## config.mk

```make
export PLATFORM = sky130hd
export DESIGN_NAME = craps_fsm
export DESIGN_NICKNAME = d
export VERILOG_FILES = /design/src/rtl/craps_pkg.sv /design/src/rtl/dice_counter.sv /design/src/rtl/craps_fsm.sv
export SDC_FILE = /design/constraint.sdc
export NUM_CORES = 1
export LEC_CHECK = 0
export BUFFER_PORTS_ARGS = -buffer_cell sky130_fd_sc_hd__buf_4
export CORE_MARGIN = 5
export CORE_UTILIZATION = 43
export DETAILED_ROUTE_END_ITERATION = 12
export PLACE_DENSITY_LB_ADDON = 0.3
export SETUP_SLACK_MARGIN = 0.15
export SLEW_MARGIN = 20
export SYNTH_ARGS = -nofsm -noshare
export SYNTH_HDL_FRONTEND = slang
export SYNTH_SLANG_ARGS = --single-unit
```

## constraint.sdc

```tcl
create_clock -name Clk100MHz -period 2.05 [get_ports Clk100MHz]
set_clock_uncertainty 0.05 [all_clocks]
set_input_delay 0.205 -clock Clk100MHz [delete_from_list [all_inputs] [get_ports Clk100MHz]]
set_output_delay 0.205 -clock Clk100MHz [all_outputs]
set_load 0.01 [all_outputs]
```

## src/rtl/craps_pkg.sv

```systemverilog
// craps_pkg: shared state encoding and dice/sum constants for the craps game controller.
package craps_pkg;
    typedef enum logic [2:0] {
        COMEOUT = 3'd0,
        EVAL_C  = 3'd1,
        POINT   = 3'd2,
        EVAL_P  = 3'd3,
        WIN     = 3'd4,
        LOSE    = 3'd5
    } craps_state_t;
    localparam logic [3:0] SUM_SEVEN  = 4'd7;
    localparam logic [3:0] SUM_ELEVEN = 4'd11;
    localparam logic [3:0] SUM_TWO    = 4'd2;
    localparam logic [3:0] SUM_THREE  = 4'd3;
    localparam logic [3:0] SUM_TWELVE = 4'd12;
    localparam logic [2:0] DIE_MIN    = 3'd1;
    localparam logic [2:0] DIE_MAX    = 3'd6;
endpackage

```

## src/rtl/dice_counter.sv

```systemverilog
// dice_counter: free-running chained 1..6 counter pair; cnt2 steps when cnt1 wraps, 36-cycle period.
module dice_counter
    import craps_pkg::*;
(
    input  logic       clk,
    input  logic       rst_n,
    output logic [2:0] cnt1,
    output logic [2:0] cnt2
);
    always_ff @(posedge clk or negedge rst_n) begin
        if (!rst_n) begin
            cnt1 <= DIE_MIN;
            cnt2 <= DIE_MIN;
        end else begin
            cnt1 <= (cnt1 == DIE_MAX) ? DIE_MIN : cnt1 + 3'd1;
            if (cnt1 == DIE_MAX)
                cnt2 <= (cnt2 == DIE_MAX) ? DIE_MIN : cnt2 + 3'd1;
        end
    end
endmodule

```

## src/rtl/craps_fsm.sv

```systemverilog
// craps_fsm: craps game controller; captures the dice on a roll pulse and applies come-out/point rules.
module craps_fsm
    import craps_pkg::*;
#(
    parameter int CNT_W = 4
) (
    input  logic             Clk100MHz,
    input  logic             reset_n,
    input  logic             roll_fe,
    input  logic             new_game,
    output logic [2:0]       die1,
    output logic [2:0]       die2,
    output logic [3:0]       sum,
    output logic [3:0]       point,
    output logic             win,
    output logic             lose,
    output logic [2:0]       game_state,
    output logic [CNT_W-1:0] roll_cnt
);
    craps_state_t state, next_state;
    logic [2:0] cnt1, cnt2;
    logic       capture, win_next, lose_next;

    dice_counter u_dice (
        .clk  (Clk100MHz),
        .rst_n(reset_n),
        .cnt1 (cnt1),
        .cnt2 (cnt2)
    );

    always_ff @(posedge Clk100MHz or negedge reset_n) begin
        if (!reset_n) state <= COMEOUT;
        else          state <= next_state;
    end

    always_comb begin
        next_state = state;
        case (state)
            COMEOUT: next_state = roll_fe ? EVAL_C : COMEOUT;
            EVAL_C:  next_state = (sum == SUM_SEVEN || sum == SUM_ELEVEN) ? WIN :
                                  (sum == SUM_TWO || sum == SUM_THREE || sum == SUM_TWELVE) ? LOSE : POINT;
            POINT:   next_state = roll_fe ? EVAL_P : POINT;
            EVAL_P:  next_state = (sum == point) ? WIN : (sum == SUM_SEVEN) ? LOSE : POINT;
            WIN:     next_state = WIN;
            LOSE:    next_state = LOSE;
            default: next_state = COMEOUT;
        endcase
        if (new_game) next_state = COMEOUT;
    end

    // new_game takes priority, so a coincident roll is neither captured nor counted
    always_comb begin
        capture    = roll_fe && !new_game && (state == COMEOUT || state == POINT);
        win_next   = (next_state == WIN);
        lose_next  = (next_state == LOSE);
        game_state = state;
    end

    always_ff @(posedge Clk100MHz or negedge reset_n) begin
        if (!reset_n) begin
            die1     <= '0;
            die2     <= '0;
            sum      <= '0;
            point    <= '0;
            win      <= 1'b0;
            lose     <= 1'b0;
            roll_cnt <= '0;
        end else begin
            win  <= win_next;
            lose <= lose_next;
            if (capture) begin
                die1 <= cnt1;
                die2 <= cnt2;
                sum  <= {1'b0, cnt1} + {1'b0, cnt2};
            end
            if (new_game)                                point <= '0;
            else if (state == EVAL_C && next_state == POINT) point <= sum;
            if (new_game)                                roll_cnt <= '0;
            else if (capture && roll_cnt != '1)          roll_cnt <= roll_cnt + CNT_W'(1);
        end
    end
endmodule

```

==> results of run 1 <==
state kept, by name, indices dropped and copies added, names as in the netlist:
name,count
die1,3
game_state,3
roll_cnt,4
win,1
u_dice.cnt2,3
u_dice.cnt1,3
point,4
die2,3
sum,4
lose,1
what timing repair did:
item,in CTS,in global routing
hold buffers,1,0
endpoints found under the setup margin,0,0
hold endpoints to repair,27,0
power by group through the flow:
stage | Combinational, mW | Clock [mW] | Sequential, mW
CTS | 0.584 | 0.335 | 0.807
floorplan | 0.298 | 0 | 0.833
finish | 0.578 | 0.321 | 0.805
global route | 0.635 | 0.356 | 0.829
detailed placement | 0.579 | 0 | 0.819
global placement | 0.568 | 0 | 0.809
metrics by stage:
| step | util [%] | hold WS (ps) |
|---|---|---|
| after floorplan | - | -141 |
| after global placement | 51.7 | 95.2 |
| after detailed placement | 51.7 | 97.3 |
| after CTS | 53.5 | 51.5 |
| after global routing | 53.5 | 73.1 |
| final | 53.5 | 70.2 |
final timing paths:
check | start | to | slack, ps
min in group asynchronous | reset_n | sum[2] | 280
max in group asynchronous | reset_n | u_dice.cnt2[0] | 1360
worst max-delay path | sum[3] | lose | 260
worst max register to register | sum[3] | lose | 260
worst min-delay path | new_game | lose | 70
worst min register to register | die2[1] | die2[1] | 470
cell usage in the layout (no fill, tap or decap), drive strengths merged, types with 2 or more instances in the layout:
cell type   n
and3        4
o21ai       7
nor2        5
and2        2
a21oi       8
xor2        5
o211ai      2
dfstp       2
ha          4
dfrtp      27
inv         8
nand3       9
mux2i       2
mux2        9
buf        28
nor2b       2
clkbuf      6
o2111ai     2
nand2       9
xnor2       2
clkinv      2
kinds of logic (layout without fill, tap and decap cells):
group / after synthesis / count (layout)
muxes: 11 / 11
AOI/OAI and AO/OA: 29 / 29
xor gates and xnor gates: 7 / 7
and+or+nand+nor: 39 / 39
DFF: 29 / 29
adders and majority gates: 5 / 5
buffers and inverters: 11 / 45
cell type report:
class / count / area, sq um / share of cell area, %
Timing Repair Buffer: 29 / 220 / 12.4
Clock inverter: 2 / 10.0 / 0.565
Clock buffer: 6 / 41.3 / 2.33
Inverter: 8 / 30.0 / 1.69
Multi-Input combinational cell: 91 / 684 / 38.6
Sequential cell: 29 / 728 / 41.1
Tap cell: 46 / 57.6 / 3.25
per-layer routing:
layer | vias to the layer above | track usage, % | routed length, um
li1 | 542 | - | -
met1 | 532 | 16.5 | 1300
met2 | 32 | 21.4 | 1340
met3 | 4 | 6.40 | 205
met4 | 0 | 5.96 | 28
met5 | - | 0 | 0
==> out/metrics.yaml, run 1 <==
power_and_ir_drop:
  clock_power_share_pct: 18.8
  combPwrFrac_pct: 33.9
  switchingPower_uw: 597
  internal_power_mw: 1.11
  irDropWorstVdd_mv: 0.512
  p_leak_nw: 0.831
  seq_power_share_pct: 47.3
  switching_share_pct: 35.1
  power_density_nw_per_um2: 962
  finalPower_mw: 1.70
route:
  drt-pass1-iter-count: 4
  drtIter0Drc: 119
  antenna_left: 0
  drt-total-wl_um: 2880
  wire_per_inst_um: 13.6
  viasPerCell: 5.26
  drc: 0
  vias: 1110
clocking:
  htree_levels: 2
  ctsResizeCount: 0
  clk_latency_ps: 330
  cts_setup_buffers: 0
  cts_tree: "yes"
  path_clk_slew_ps: 100
  clock_tree.root_cell: "clkbuf_4"
  cts_inserted_buffers: 5
  clockBufferDepth: 2
  cts.sinks: 29
timing:
  rsz0062_at_grt: "false"
  finalSetupViolCount: 0
  tns_ps: 0
  hold_viol: 0
  finalCriticalPeriod_ps: 1790
  setup_slack_ps: 257
  worst_slew_pin_slew_ps: 471
  fin_crit_sh_pct: 87.4
  slew_viol_final: 0
  fmax_ghz: 0.558
  slew-limit-headroom_pct: 68.2
logic_synthesis:
  netlist_top_cells_count: "27 x dfrtp_1, 9 x mux2_2, 9 x nand2_1, 9 x nand3_1"
  synth_area_leader_cell: "dfrtp_1"
  synthArstFlopShare_pct: 100
  yosys.area_share.simple_pct: 15.5
  yosys_warnings: 0
  syn_nets: 140
  synth_top_family_by_area: "simple AND/OR/NAND/NOR gates"
  syn-cell-area_sq_um: 1460
  yosys_register_bits: 29
  synthCells: 131
  synth_mux_area_share_pct: 8.34
  synth_fa_ha_area_share_pct: 4.82
  synth_compound_area_share_pct: 14.2
  synth.distinct_cells: 40
  synth_top_area_share_pct: 46.4
  synth_xor_area_share_pct: 4.21
  ys_seq_area_share_pct: 50.0
  syn_area_per_cell_sq_um: 11.1
  synthTopCellsByArea: "dfrtp_1 46%, mux2_2 7.0%, dfstp_2 3.6%"
  synthFlopType: "dfrtp_1"
  synth_edf_count: 0
  yosysMostFrequentCell: "dfrtp_1"
floorplan:
  dieWidth_um: 68.2
  die_h_um: 68.2
  initial_core_util_pct: 44.0
  rows: 21
  io_pins: 27
  core-area_sq_um: 3310
  die_area_sq_um: 4650
min_path:
  hold_path.class: "in -> reg"
  hold_depth: 2
placement:
  place_hpwl_um: 2090
  gp_congestion: 0.835
  dp_slack_ps: 292
  numPortBuffers: 26
  placedCellCount: 202
  placement.cell_area_sq_um: 1710
global_routing:
  grt-ovfl-total: 0
  grt_pass1_vias: 1064
  grt_pass1_wl_um: 4750
  track_usage_pct: 13.9
  grt_max_degree: 30
  antenna_found_initial: 0
critical_path:
  worstPathArrival_ps: 1980
  cpPeakStageDelay_ps: 480
  cp_max_fo: 8
  cp-start-kind: "register"
  cp.depth: 4
  critical-path-top-delay-family: "compound AO/OA/AOI/OAI gates"
  worstSetupPathType: "reg -> reg"
  cp_cell_sequence: "or3b_4 > a311o_1 > and2_4 > a221oi_2"
  reg2reg_depth: 4
  cp-end-kind: "register"
  required_ps: 2240
  critPathSlowestCell: "dfrtp_1"
  crit_buf_inv: 0
final_layout:
  drive_above_1_share_pct: 32.1
  area_growth_pct: 21.8
  fillCellCount: 314
  antenna_cells: 0
  fin_cells: 211
  final_area_sq_um: 1770
  finish.net_count: 173
job:
  cap_violations: 0
status:
  status: "complete, no violations"
Note: power is estimated with default switching activity, not from simulation.
==> run 2: changes to the inputs <==
- MAX_ROUTING_LAYER: not set -> met4
- SETUP_SLACK_MARGIN: 0.15 -> 0.1
==> out/metrics.yaml, run 2 (synthesis results as in run 1) <==
route:
  vias: 1112
  viasPerCell: 5.27
  drtIter0Drc: 119
  drt-total-wl_um: 2880
  wire_per_inst_um: 13.7
  drc: 0
  drt-pass1-iter-count: 4
  antenna_left: 0
clocking:
  clockBufferDepth: 2
  htree_levels: 2
  path_clk_slew_ps: 100
  clock_tree.root_cell: "clkbuf_4"
  cts.sinks: 29
  cts_inserted_buffers: 5
  clk_latency_ps: 320
  cts_setup_buffers: 0
  cts_tree: "yes"
status:
  status: "complete, no violations"
critical_path:
  cp-end-kind: "register"
  required_ps: 2240
  critical-path-top-delay-family: "compound AO/OA/AOI/OAI gates"
  cp_cell_sequence: "or3b_4 > a311o_1 > and2_4 > a221oi_2"
  worstPathArrival_ps: 1980
  cp.depth: 4
  cp_max_fo: 8
  cpPeakStageDelay_ps: 480
  critPathSlowestCell: "dfrtp_1"
  worstSetupPathType: "reg -> reg"
  crit_buf_inv: 0
  reg2reg_depth: 4
  cp-start-kind: "register"
floorplan:
  dieWidth_um: 68.2
  die_area_sq_um: 4650
  rows: 21
  die_h_um: 68.2
  initial_core_util_pct: 44.0
  core-area_sq_um: 3310
  io_pins: 27
timing:
  fmax_ghz: 0.558
  slew-limit-headroom_pct: 68.3
  worst_slew_pin_slew_ps: 470
  rsz0062_at_grt: "false"
  tns_ps: 0
  hold_viol: 0
  finalSetupViolCount: 0
  slew_viol_final: 0
  finalCriticalPeriod_ps: 1790
  holdWs_ps: 70.4
  fin_crit_sh_pct: 87.4
power_and_ir_drop:
  internal_power_mw: 1.11
  power_density_nw_per_um2: 961
  combPwrFrac_pct: 33.9
  switchingPower_uw: 596
  p_leak_nw: 0.831
  seq_power_share_pct: 47.3
  clock_power_share_pct: 18.8
  irDropWorstVdd_mv: 0.510
  switching_share_pct: 35.0
min_path:
  hold_depth: 2
  hold_path.class: "in -> reg"
placement:
  gp_congestion: 0.848
  place_hpwl_um: 2090
  numPortBuffers: 26
global_routing:
  grt-ovfl-total: 0
  grt_max_degree: 30
  track_usage_pct: 14.3
  grt_pass1_wl_um: 4770
  grt_pass1_vias: 1058
  antenna_found_initial: 0
final_layout:
  final_common_cell: "buf_4"
  area_growth_pct: 21.8
  final_cell_mix: "28 x buf_4, 27 x dfrtp_1, 9 x nand2_1, 9 x nand3_1, 9 x mux2_2"
  drive_above_1_share_pct: 32.1
  finish.net_count: 173
  antenna_cells: 0
  top_regs: "point (4), roll_cnt (4), sum (4)"
job:
  cap_violations: 0
## run 2: cell counts in the layout (fill, tap and decap cells not counted)
Identical to the previous run, type by type.
## run 2: worst register-to-register path, delay by kind of cell (launching register included)
kind             cells  cell delay, ps
AND/OR/NAND/NOR      2             590
flip-flops           1             480
AO/OA/AOI/OAI        2             590
## run 2: metrics by stage
step	power [mW]	cell area (sq um)	setup slack, ps	cells	util (%)
after floorplan	1.13	1460	209	131	-
after CTS	1.73	1770	269	211	53.5
after global routing	1.82	1770	174	211	53.5
after global placement	1.38	1710	319	202	51.7
final	1.70	1770	257	211	53.5
after detailed placement	1.40	1710	292	202	51.7
## run 2: power by group through the flow
stage	Clock (mW)	Sequential, mW	Combinational (mW)
floorplan	0	0.833	0.298
global placement	0	0.809	0.568
detailed placement	0	0.819	0.579
CTS	0.335	0.807	0.584
global route	0.358	0.829	0.635
finish	0.320	0.805	0.577
## run 2: area by class of cell
type / instances / area, sq um
Inverter: 8 / 30.0
Clock buffer: 6 / 41.3
Clock inverter: 2 / 10.0
Fill cell: 314 / 1540
Sequential cell: 29 / 728
Timing Repair Buffer: 29 / 220
Multi-Input combinational cell: 91 / 684
Tap cell: 46 / 57.6
## run 2: layer usage
metal | global-route usage [%] | vias up | part of all wire (%)
met2 | 21.4 | 32 | 46
met5 | - | - | 0
li1 | - | 542 | -
met1 | 16.8 | 534 | 46
met4 | 5.96 | 0 | 0.97
met3 | 6.24 | 4 | 6.8
## run 2: timing repair
action,4_1_cts,5_1_grt
gates resized for setup,0,0
hold buffers,1,0
endpoints found under the hold margin,27,0
## run 2: worst paths after layout
kind / start / end / slack (ps)
min reg2reg: die2[2] / die2[2] / 470
max reg2reg: sum[3] / lose / 260
min in group asynchronous: reset_n / sum[2] / 280
min: new_game / lose / 70
max in group asynchronous: reset_n / u_dice.cnt2[0] / 1360
max: sum[3] / lose / 260
